[config.mk]
export PLATFORM = sky130hd
export DESIGN_NAME = idex_stage
export DESIGN_NICKNAME = d
export VERILOG_FILES = /design/src/rtl/idex_stage.sv
export SDC_FILE = /design/constraint.sdc
export NUM_CORES = 1
export LEC_CHECK = 0
export CELL_PAD_IN_SITES_DETAIL_PLACEMENT = 0
export CELL_PAD_IN_SITES_GLOBAL_PLACEMENT = 1
export CORE_AREA = 2 2 170 172
export DETAILED_ROUTE_END_ITERATION = 7
export DIE_AREA = 0 0 172 174
export GPL_ROUTABILITY_DRIVEN = 0
export GPL_TIMING_DRIVEN = 0
export PLACE_DENSITY = 0.83
export SYNTH_ARGS = -nofsm -noshare
export SYNTH_HDL_FRONTEND = slang
export SYNTH_SLANG_ARGS = --single-unit
[constraint.sdc]
create_clock -name clk -period 3.4 [get_ports clk]
set_clock_uncertainty 0.15 [all_clocks]
set_input_delay 0.85 -clock clk [delete_from_list [all_inputs] [get_ports clk]]
set_output_delay 0.85 -clock clk [all_outputs]
set_load 0.05 [all_outputs]
[src/rtl/idex_stage.sv]
// ID/EX pipeline register with RAW forwarding and ALU operand select.
// Define IDEX_LOADUSE_EN to enable load-use hazard detection.
module idex_stage #(
   parameter int XLEN  = 32,
   parameter int RF_AW = 5
) (
   input  logic             clk,
   input  logic             rst_n,
   input  logic             id_valid_i,
   input  logic [XLEN-1:0]  id_pc_i,
   input  logic [XLEN-1:0]  id_rs1_data_i,
   input  logic [XLEN-1:0]  id_rs2_data_i,
   input  logic [RF_AW-1:0] id_rs1_addr_i,
   input  logic [RF_AW-1:0] id_rs2_addr_i,
   input  logic [RF_AW-1:0] id_rd_addr_i,
   input  logic [XLEN-1:0]  id_imm_i,
   input  logic [1:0]       id_asel_i,
   input  logic [1:0]       id_bsel_i,
   input  logic [3:0]       id_aluctrl_i,
   input  logic             id_regwrite_i,
   input  logic             id_memread_i,
   input  logic             stall_i,
   input  logic             flush_i,
   input  logic             exmem_regwrite_i,
   input  logic [RF_AW-1:0] exmem_rd_i,
   input  logic [XLEN-1:0]  exmem_result_i,
   input  logic             memwb_regwrite_i,
   input  logic [RF_AW-1:0] memwb_rd_i,
   input  logic [XLEN-1:0]  memwb_result_i,
   output logic [XLEN-1:0]  alu_a_o,
   output logic [XLEN-1:0]  alu_b_o,
   output logic [3:0]       aluctrl_ctrl_o,
   output logic [XLEN-1:0]  store_data_o,
   output logic [RF_AW-1:0] ex_rd_o,
   output logic             ex_regwrite_o,
   output logic             ex_memread_o,
   output logic             ex_valid_o,
   output logic [XLEN-1:0]  ex_pc_o,
   output logic             load_use_stall_o
);

   logic             r_valid;
   logic             r_regwrite;
   logic [3:0]       r_ctrl;
   logic [RF_AW-1:0] r_rd;
   logic [RF_AW-1:0] r_rs1;
   logic [RF_AW-1:0] r_rs2;
   logic [1:0]       r_asel;
   logic [1:0]       r_bsel;
   logic [XLEN-1:0]  r_pc;
   logic [XLEN-1:0]  r_rs1_data;
   logic [XLEN-1:0]  r_rs2_data;
   logic [XLEN-1:0]  r_imm;

   logic             w_load;
   logic [XLEN-1:0]  w_fwd_a;
   logic [XLEN-1:0]  w_fwd_b;

   // flush must win over stall, so it always opens the register
   assign w_load = flush_i | ~stall_i;

   always_ff @(posedge clk) begin
      if (!rst_n) begin
         r_valid    <= 1'b0;
         r_regwrite <= 1'b0;
         r_ctrl     <= '0;
         r_rd       <= '0;
         r_rs1      <= '0;
         r_rs2      <= '0;
         r_asel     <= '0;
         r_bsel     <= '0;
         r_pc       <= '0;
         r_rs1_data <= '0;
         r_rs2_data <= '0;
         r_imm      <= '0;
      end else if (w_load) begin
         r_valid    <= id_valid_i & ~flush_i;
         r_regwrite <= id_regwrite_i & ~flush_i;
         r_ctrl     <= flush_i ? 4'b0000 : id_aluctrl_i;
         r_rd       <= flush_i ? '0 : id_rd_addr_i;
         r_rs1      <= id_rs1_addr_i;
         r_rs2      <= id_rs2_addr_i;
         r_asel     <= id_asel_i;
         r_bsel     <= id_bsel_i;
         r_pc       <= id_pc_i;
         r_rs1_data <= id_rs1_data_i;
         r_rs2_data <= id_rs2_data_i;
         r_imm      <= id_imm_i;
      end
   end

`ifdef IDEX_LOADUSE_EN
   logic r_memread;

   always_ff @(posedge clk) begin
      if (!rst_n) begin
         r_memread <= 1'b0;
      end else if (w_load) begin
         r_memread <= id_memread_i & ~flush_i;
      end
   end

   assign ex_memread_o     = r_memread & r_valid;
   assign load_use_stall_o = r_valid & r_memread & (r_rd != '0) &
                             ((r_rd == id_rs1_addr_i) |
                              (r_rd == id_rs2_addr_i)) &
                             id_valid_i;
`else
   logic w_unused;

   assign w_unused         = id_memread_i;
   assign ex_memread_o     = 1'b0;
   assign load_use_stall_o = 1'b0;
`endif

   // EX/MEM is younger than MEM/WB, so it wins; x0 is never forwarded
   always_comb begin
      w_fwd_a = r_rs1_data;
      if (exmem_regwrite_i && exmem_rd_i != '0 && exmem_rd_i == r_rs1)
         w_fwd_a = exmem_result_i;
      else if (memwb_regwrite_i && memwb_rd_i != '0 && memwb_rd_i == r_rs1)
         w_fwd_a = memwb_result_i;
   end

   always_comb begin
      w_fwd_b = r_rs2_data;
      if (exmem_regwrite_i && exmem_rd_i != '0 && exmem_rd_i == r_rs2)
         w_fwd_b = exmem_result_i;
      else if (memwb_regwrite_i && memwb_rd_i != '0 && memwb_rd_i == r_rs2)
         w_fwd_b = memwb_result_i;
   end

   always_comb begin
      alu_a_o = w_fwd_a;
      unique case (r_asel)
         2'b01:   alu_a_o = r_pc;
         2'b10:   alu_a_o = '0;
         default: alu_a_o = w_fwd_a;
      endcase
   end

   always_comb begin
      alu_b_o = w_fwd_b;
      unique case (r_bsel)
         2'b01:   alu_b_o = r_imm;
         2'b10:   alu_b_o = XLEN'(4);
         default: alu_b_o = w_fwd_b;
      endcase
   end

   assign store_data_o   = w_fwd_b;
   assign aluctrl_ctrl_o = r_ctrl;
   assign ex_rd_o        = r_rd;
   assign ex_regwrite_o  = r_regwrite & r_valid;
   assign ex_valid_o     = r_valid;
   assign ex_pc_o        = r_pc;

endmodule

* Word-level counts from Yosys, hierarchy flattened *
Index checks and enable logic that the tools add are counted.

word-level totals
  register bits = 153
  word-level logic and storage cells = 42
  bits of input ports = 234

operators by class
  eq/ne operators = 8
  mux-type cells = 8
  reductions and logical operators = 8
  bitwise operators = 6

operators with widths
  kind                count
  $mux 32             4
  $pmux 32 s2         2
  $eq 5x5->1          4
  $reduce_bool 5->1   2
  $logic_and 1x1->1   6
  $mux 5              1
  $eq 2x1->1 const B  2
  $eq 2x2->1 const B  2
  $mux 4              1
  $and 1x1->1         3
  $not 1->1           2
  $or 1x1->1          1

* Depth between registers and ports, before layout *
Gate-level depths: netlist (run 1).

  depth after elaboration = 6
  depth in mapped cells = 8
  mapped depth without buffers = 5

* Worst setup path before layout (run 1) *
Ideal clock, no wire load.

  path type = input-to-output
  start point = input exmem_rd_i[1]
  end point = output alu_b_o[1]
  setup slack = -0.682 ns
  required time = 2.400 ns
  arrival = 3.082 ns
  stages on the path = 7
  path through = or4_4 -> o211ai_2 -> or2_1 -> buf_4 -> nand2_2 -> clkbuf_2 -> o21ai_0

on the way
  cells in the longest elaborated chain, start to end = 5
  elaborated cells between the ends (all ways) = 6

RTL lines
  item                   line  source
  start, declared        25    input logic [RF_AW-1:0] exmem_rd_i,
  $reduce_bool 5->1      127   if (exmem_regwrite_i && exmem_rd_i != '0 && exmem_rd_i == r_rs2)
  $logic_and 1x1->1      127
  $logic_and 1x1->1 (*)  127
  $mux 32 (*)            127
  $pmux 32 s2 (*)        144   unique case (r_bsel)
  end, declared          31    output logic [XLEN-1:0] alu_b_o,

Every way passes the cells marked *; elsewhere a longest branch is shown, timed or not.

* Final worst setup path (run 1) *
  start point = input memwb_rd_i[3]
  end point = output alu_a_o[30]

on the way
  cells in the longest elaborated chain, start to end = 6
  elaborated cells between the ends (all ways) = 7

RTL lines
  item                   line  source
  start, declared        28    input logic [RF_AW-1:0] memwb_rd_i,
  $reduce_bool 5->1      121   else if (memwb_regwrite_i && memwb_rd_i != '0 && memwb_rd_i == r_rs1)
  $logic_and 1x1->1      121
  $logic_and 1x1->1 (*)  121
  $mux 32 (*)            121
  $mux 32 (*)            119   if (exmem_regwrite_i && exmem_rd_i != '0 && exmem_rd_i == r_rs1)
  $pmux 32 s2 (*)        135   unique case (r_asel)
  end, declared          30    output logic [XLEN-1:0] alu_a_o,

Marks and branches as above.

==> metrics, run 1 <==
average wire per standard cell=23.31 um; worst-case setup margin in the final layout=-0.3765 ns; EDFF count, synth=0; Iter 0 DRT Violations=516; total half-perimeter wirelength after legalization and detailed placement=roughly 33 mm; status=finished, violations left; Pins Over Slew Limit=0; vertical die dimension=174 um; minimum hold slack=0.3168 ns; Setup TNS Final=-28.12 ns; filler cell count=2523; count of unresolved DRC violations after routing=0; Relative slew margins=49.69%; cell internal pwr=3911 uW; via count=9686; detailed-routing iteration count for the pre-antenna-repair pass=5; count of different cell masters after synthesis=36; maximum number of pins on one net before global-route repair=17; maximum fanout encountered on the critical timing path=5; all-layer global routing usage=29.15%; area occupied by multi-input gates=6799 sq um; routed wl met2=21.51 mm; Util after Layout=57.91%; slowest cell on the critical path=or4_4; Worst setup EP type=primary output; final number of setup-violating endpoints=96; max layer used=met4; Clk Latency, worst-skew pair=0.43 ns; Mean Syn Cell Area=between 7 and 8 sq um; synthesized instance count=1073; ratio of cells with drive above 1 in the final layout=29.72%; met3 WL=roughly 2.8 mm; grt total ovfl=0; slowest cell delay on critical path=0.57 ns; kind of start point of the critical path=primary input; Hold Crit Class=reg -> reg; wire length after detailed routing=roughly 44 mm; CTS Buf Count=17; part of the power in registers=between 30% and 40%; Root Buffer Master=clkbuf_16; critical path data arrival time=2.78 ns; per-cell via count in the routed design=5.082; final std cell area, no fill=16350 sq um; VDD IR-drop max=0.0002958 V; # clock sinks=153; flip-flop and latch area=3063 sq um; Clk pwr share=31.7%; sequential element share of the synthesized area=36.71%; number of buffers and inverters on the critical path=5; violated checks=negative setup slack; share of synthesized flip-flops with an asynchronous set or reset=0%; Yosys warnings=0; maximum buffer depth of the clock tree=2; Fin. Hold Viols=0; slew of the pin with the lowest slew margin=0.7547 ns; count of H-tree levels built during CTS=4; Logic pwr share=between 30% and 40%; P per Cell Area=between 300 and 400 nW/um^2; initial antenna violation count=2; sequence of cells on the critical path=buf_8 -> or4_4 -> o211ai_4 -> buf_12 -> nor2_4 -> buf_6 -> buf_12 -> a211oi_4 -> o21ai_4 -> buf_8; first-pass GRT wire length=around 64 mm; quantity of I/O buffers inserted on ports=370; remaining antenna violation count after routing=0; register clock-pin slew on the reported worst setup and hold paths=0.07 ns; number of register bits inferred by synthesis=153; cell type group with the largest total delay on the critical path=buffers and inverters; Initial Util=29.55%; layout net count=1745; unrepaired setup endpoints after global routing=true; switching share of power=a little over a third; die span in x=172 um; Psw=2227 uW; Core Footprint=28240 sq um; cell area after placement=13550 sq um; clock tree from TritonCTS=yes; highest-count cells in the layout ignoring fill and taps=nand2_1 (317), clkdlybuf4s50_1 (262), dfxtp_1 (153); Die Area=29930 sq um; timing-limited maximum frequency=about 0.26 GHz; leakage component of the power=0.006040 uW; standard-cell row count=slightly above 60; count of hold-fix buffers inserted at cts=0; number of primary I/O pins=375; most common cell after layout, fill and taps aside=nand2_1; Metal-1 WL=18.29 mm; CP Data Required Time=2.40 ns; number of global-route vias before repair=~10000; Synth-to-Final Area Change=96.01%; Setup Crit Path Kind=in -> out; share of the cycle needed by the critical path after routing=111.1%; Primary FF master, synth=dfxtp_1; pre-CTS setup slack=-1.800 ns; Max-Cap Viols=0; synthesized area=8343 sq um; Min Clock Period, post-route=3.777 ns
==> routing by layer <==
metal	track usage (%)	vias to the layer above
met5	0	-
met1	35.80	4646
li1	-	4543
met2	50.05	397
met3	5.146	100
met4	11.97	0
==> registers in the layout, indices dropped and copies added, names as in the netlist <==
register and count:
r_bsel 2, r_rs1_data 32, r_rs2_data 32, r_asel 2, r_rs1 5, r_imm 32, ex_rd_o 5, r_regwrite 1
r_rs2 5, ex_pc_o 32, ex_valid_o 1, aluctrl_ctrl_o 4
==> timing repair <==
item                       4_1_cts  5_1_grt
resized for setup              975       58
pin swaps                       71       19
cloned                          12        2
buffers inserted                26       13
setup endpoints to repair       96      108
==> worst min-delay path: cells and delay by family (launching register included) <==
kind / cells / cell delay [ns]
flip-flops: 1 / 0.31
AO/OA/AOI/OAI: 1 / 0.06
AND/OR/NAND/NOR: 1 / 0.05
==> cell families after synthesis <==
group	synth area share [%]
adders and majority gates	0.4500
buffers and inverters	5.684
AOI/OAI and AO/OA	32.11
muxes	5.159
and+or+nand+nor	17.85
DFF	36.71
xor gates and xnor gates	1.995
other	0.04495
==> path summary, 6_finish.rpt <==
kind	from	endpoint	slack, ns	depth (start not counted)
max reg2reg	ex_pc_o[20]	ex_pc_o[20]	2.47	2
max	memwb_rd_i[3]	alu_a_o[30]	-0.38	10
min reg2reg	r_rs1_data[1]	r_rs1_data[1]	0.32	2
min	r_rs1_data[1]	r_rs1_data[1]	0.32	2
==> cell usage after synthesis, drive strengths merged (3+ instances only) <==
| master | n | share of area, % |
|---|---|---|
| ha | 3 | 0.45 |
| clkbuf | 70 | 3.2 |
| o21a | 32 | 2.9 |
| buf | 28 | 2.4 |
| nor2b | 3 | 0.22 |
| xnor2 | 19 | 2.0 |
| a211oi | 33 | 4.8 |
| nand2b | 3 | 0.22 |
| dfxtp | 153 | 37 |
| inv | 3 | 0.13 |
| a21boi | 142 | 13 |
| a32oi | 31 | 3.3 |
| o21ai | 96 | 5.8 |
| a21oi | 32 | 1.9 |
| nor2 | 47 | 2.2 |
| nand2 | 320 | 14 |
| mux2i | 43 | 5.2 |
==> power groups by stage <==
stage,registers [uW],clock network [uW],logic (uW)
after floorplan,2090,0,1010
after global placement,2020,0,1860
after detailed placement,2030,0,1870
after CTS,2000,1960,2150
after global routing,2010,2040,2280
final,2000,1950,2190
==> through the flow <==
stage	cells	total power, uW
after floorplan	1074	3097
after global placement	1828	3882
after detailed placement	1828	3893
after CTS	1898	6109
after global routing	1906	6333
final	1906	6137
==> cell type report <==
| cell class | instances | share of cell area [%] |
|---|---|---|
| diodes | 1 | 0.01530 |
| plain buffers | 96 | 4.422 |
| clock buffers | 19 | 2.770 |
| clock inverters | 13 | 0.8187 |
| inverters | 3 | 0.06886 |
| multi-input cells | 820 | 41.58 |
| flip-flops and latches | 153 | 18.73 |
| well taps | 384 | 2.938 |
| repair buffers | 417 | 28.66 |
Power figures use the tool's default switching activity.
==> inputs of run 2 (changes only) <==
Settings changed: ABC_AREA set to 1, CAP_MARGIN set to 20, CORE_AREA 2 2 170 172 to 2 2 176 178, DIE_AREA 0 0 172 174 to 0 0 178 180.
==> run 2 against run 1 <==
- the run now ends clean
- die area up 7.1%
- sequential power barely moved
- maximum frequency is 12% higher
- power rose by 3.3%
- clock power grew 11%
- worst hold slack improved by 0.015 ns
- combinational power down 2%
- count of clock-buffer cells in the layout shrank 2
- sequential share of layout area is 2.6 points higher
- final area fell by 12%
- utilization fell by 10 points
- largest cell class unchanged
- highest routed layer unchanged
==> metrics, run 2 <==
leakage component of the power=0.006771 uW (+12%); CP Data Required Time=2.40 ns (about the same); cell area after placement=12860 sq um (-5.1%); timing-limited maximum frequency=0.2973 GHz (+12%); initial antenna violation count=10 (+8); clock tree from TritonCTS=yes; Min Clock Period, post-route=3.364 ns (-0.4125 ns); Root Buffer Master=clkbuf_16; total half-perimeter wirelength after legalization and detailed placement=34.46 mm (+5.0%); routed wl met2=20.56 mm (-4.4%); final std cell area, no fill=14340 sq um (-12%); per-cell via count in the routed design=4.740 (-6.7%); most repeated cell in the gate-level netlist after synthesis=nor2_1; top cells by count, synth=nor2_1 (306), nand2_1 (266), nand3_1 (198), dfxtp_1 (153), o21ai_0 (153); EDFF count, synth=0 (unchanged); share of the cycle needed by the critical path after routing=98.94% (-12 points); status=completed; final total power=6338 uW (+3.3%); wire length after detailed routing=42.08 mm (-5.3%); Setup Crit Path Kind=in -> out; most common cell after layout, fill and taps aside=nor2_1; Initial Util=28.67% (-0.88 points); Iter 0 DRT Violations=580 (+12%); count of unresolved DRC violations after routing=0 (unchanged); VDD IR-drop max=0.0003169 V (+7.1%); maximum fanout encountered on the critical timing path=10 (+5); max layer used=met4; via count=10360 (+6.9%); quantity of I/O buffers inserted on ports=370 (unchanged); ratio of cells with drive above 1 in the final layout=20.08% (-9.6 points); Synth-to-Final Area Change=65.71%; Die Area=32040 sq um (+7.1%); P per Cell Area=441.9 nW/um^2 (+18%); layout net count=2002 (+15%); CTS Buf Count=17 (unchanged); number of primary I/O pins=375 (unchanged); maximum number of pins on one net before global-route repair=17 (unchanged); Mean Syn Cell Area=6.378 sq um (-18%); unrepaired setup endpoints after global routing=true; Fin. Hold Viols=0 (unchanged); Pins Over Slew Limit=0 (unchanged); cell types with the largest area share after synthesis=dfxtp_1 (35%), nor2_1 (13%), nand2_1 (12%); Max-Cap Viols=0 (unchanged); Worst setup EP type=primary output; final number of setup-violating endpoints=0 (-100%); number of global-route vias before repair=10090 (-0.86%); # clock sinks=153 (unchanged); all-layer global routing usage=25.72% (-3.4 points); standard-cell row count=64 (+3.2%); synthesized instance count=1357 (+26%); synthesized area=8655 sq um (+3.7%); Metal-1 WL=17.40 mm (-4.9%); area occupied by multi-input gates=5219 sq um (-23%); met3 WL=2.963 mm (+6.6%); kind of start point of the critical path=primary input; cell type contributing the most total cell area after synthesis=dfxtp_1; Relative slew margins=37.62% (-12 points); Primary FF master, synth=dfxtp_1; maximum buffer depth of the clock tree=2 (unchanged); Hold Crit Class=reg -> reg; flip-flop and latch area=3063 sq um (unchanged); count of hold-fix buffers inserted at cts=0 (unchanged); vertical die dimension=180 um (+3.4%); share of Yosys cell area claimed by the top area cell type=35.39% (-1.3 points); number of register bits inferred by synthesis=153 (unchanged); average wire per standard cell=19.26 um (-17%); first-pass GRT wire length=61.22 mm (-4.4%); Yosys warnings=0 (unchanged); share of synthesized flip-flops with an asynchronous set or reset=0% (unchanged); highest-count cells in the layout ignoring fill and taps=nor2_1 (299), clkdlybuf4s50_1 (262), nand2_1 (224); filler cell count=3148 (+25%); slew of the pin with the lowest slew margin=0.9357 ns (+0.1810 ns); count of different cell masters after synthesis=28 (-22%); Clk Latency, worst-skew pair=0.44 ns (about the same); register clock-pin slew on the reported worst setup and hold paths=0.07 ns (about the same); remaining antenna violation count after routing=0 (unchanged); die span in x=178 um (+3.5%); sequential element share of the synthesized area=35.39% (-1.3 points); detailed-routing iteration count for the pre-antenna-repair pass=5 (unchanged); grt total ovfl=0 (unchanged); Core Footprint=30190 sq um (+6.9%); critical path data arrival time=2.36 ns (-0.42 ns); count of placed standard cells including taps=2124 (+16%); final cell count without fillers=2185 (+15%); count of H-tree levels built during CTS=4 (unchanged)
==> run 2: changes by cell type after synthesis, moves of 53 or more <==
cell / previous run / this run
a21boi_0: 142 / 0
inv_1: 3 / 76
nand2_1: 319 / 266
nand3_1: 2 / 198
nor2_1: 46 / 306
o21ai_0: 52 / 153
==> run 2: layer usage <==
| metal | track usage (%) | vias to the layer above |
|---|---|---|
| li1 | - | 5151 |
| met1 | 31.15 | 4771 |
| met2 | 44.11 | 382 |
| met3 | 5.330 | 53 |
| met4 | 10.23 | 0 |
| met5 | 0 | - |
==> run 2: cell type report <==
cell class	instances	share of cell area (%)
Clock buffer	17	2.966
Clock inverter	15	1.579
Multi-Input combinational cell	1026	36.39
Timing Repair Buffer	388	27.39
Antenna cell	11	0.1919
Buffer	102	4.659
Tap cell	396	3.455
Sequential cell	153	21.36
Inverter	77	2.015
==> run 2: worst paths after layout <==
path | startpoint | endpoint | slack, ns | cells past startpoint
setup / recovery | exmem_rd_i[4] | alu_b_o[29] | 0.04 | 9
hold / removal | r_imm[6] | r_imm[6] | 0.33 | 2
setup reg to reg | r_rs1[3] | r_rs1[3] | 2.56 | 2
hold reg to reg | r_imm[6] | r_imm[6] | 0.33 | 2
==> run 2: kinds of logic (layout without fill, tap and decap cells) <==
logic type	count (synthesis)	in the layout	share of synthesized area [%]
AO/OA/AOI/OAI	160	160	9.383
buffers and inverters	179	599	9.585
XOR/XNOR	18	18	1.822
flip-flops	153	153	35.39
adder cells (fa/ha/maj)	3	3	0.4338
AND/OR/NAND/NOR	843	843	43.34
other	1	13	0.04333
==> run 2: report_power, final <==
group,switching (uW),internal (uW)
Sequential,92.7,1920
Clock,905,1270
Combinational,1340,814
Total,2340,4000
==> run 2: repair_timing <==
item	in CTS	in global routing
resized for setup	807	59
setup endpoints to repair	96	96
pin swaps	46	18
gates cloned	4	2
setup buffers	13	0
==> run 2: critical path: stages <==
cell and delay, ns:
clkdlybuf4s15_2 0.25, xor2_2 0.19, nor2_4 0.18, nand3b_4 0.21, buf_12 0.21, nand3_2 0.08, nand3_2 0.12, nand2_2 0.12
buf_8 0.15
==> run 2: per-stage QoR <==
step | utilization [%] | setup TNS [ns] | setup slack, ns | hold WS (ns)
floorplan | - | 0 | 0.3634 | 0.2833
global placement | 42.59 | -109.10 | -1.394 | 0.2927
detailed placement | 42.59 | -108.27 | -1.392 | 0.3105
CTS | 46.73 | -0.01774 | -0.009031 | 0.3381
global route | 47.50 | -0.1206 | -0.02184 | 0.3506
finish | 47.50 | 0 | 0.03595 | 0.3320
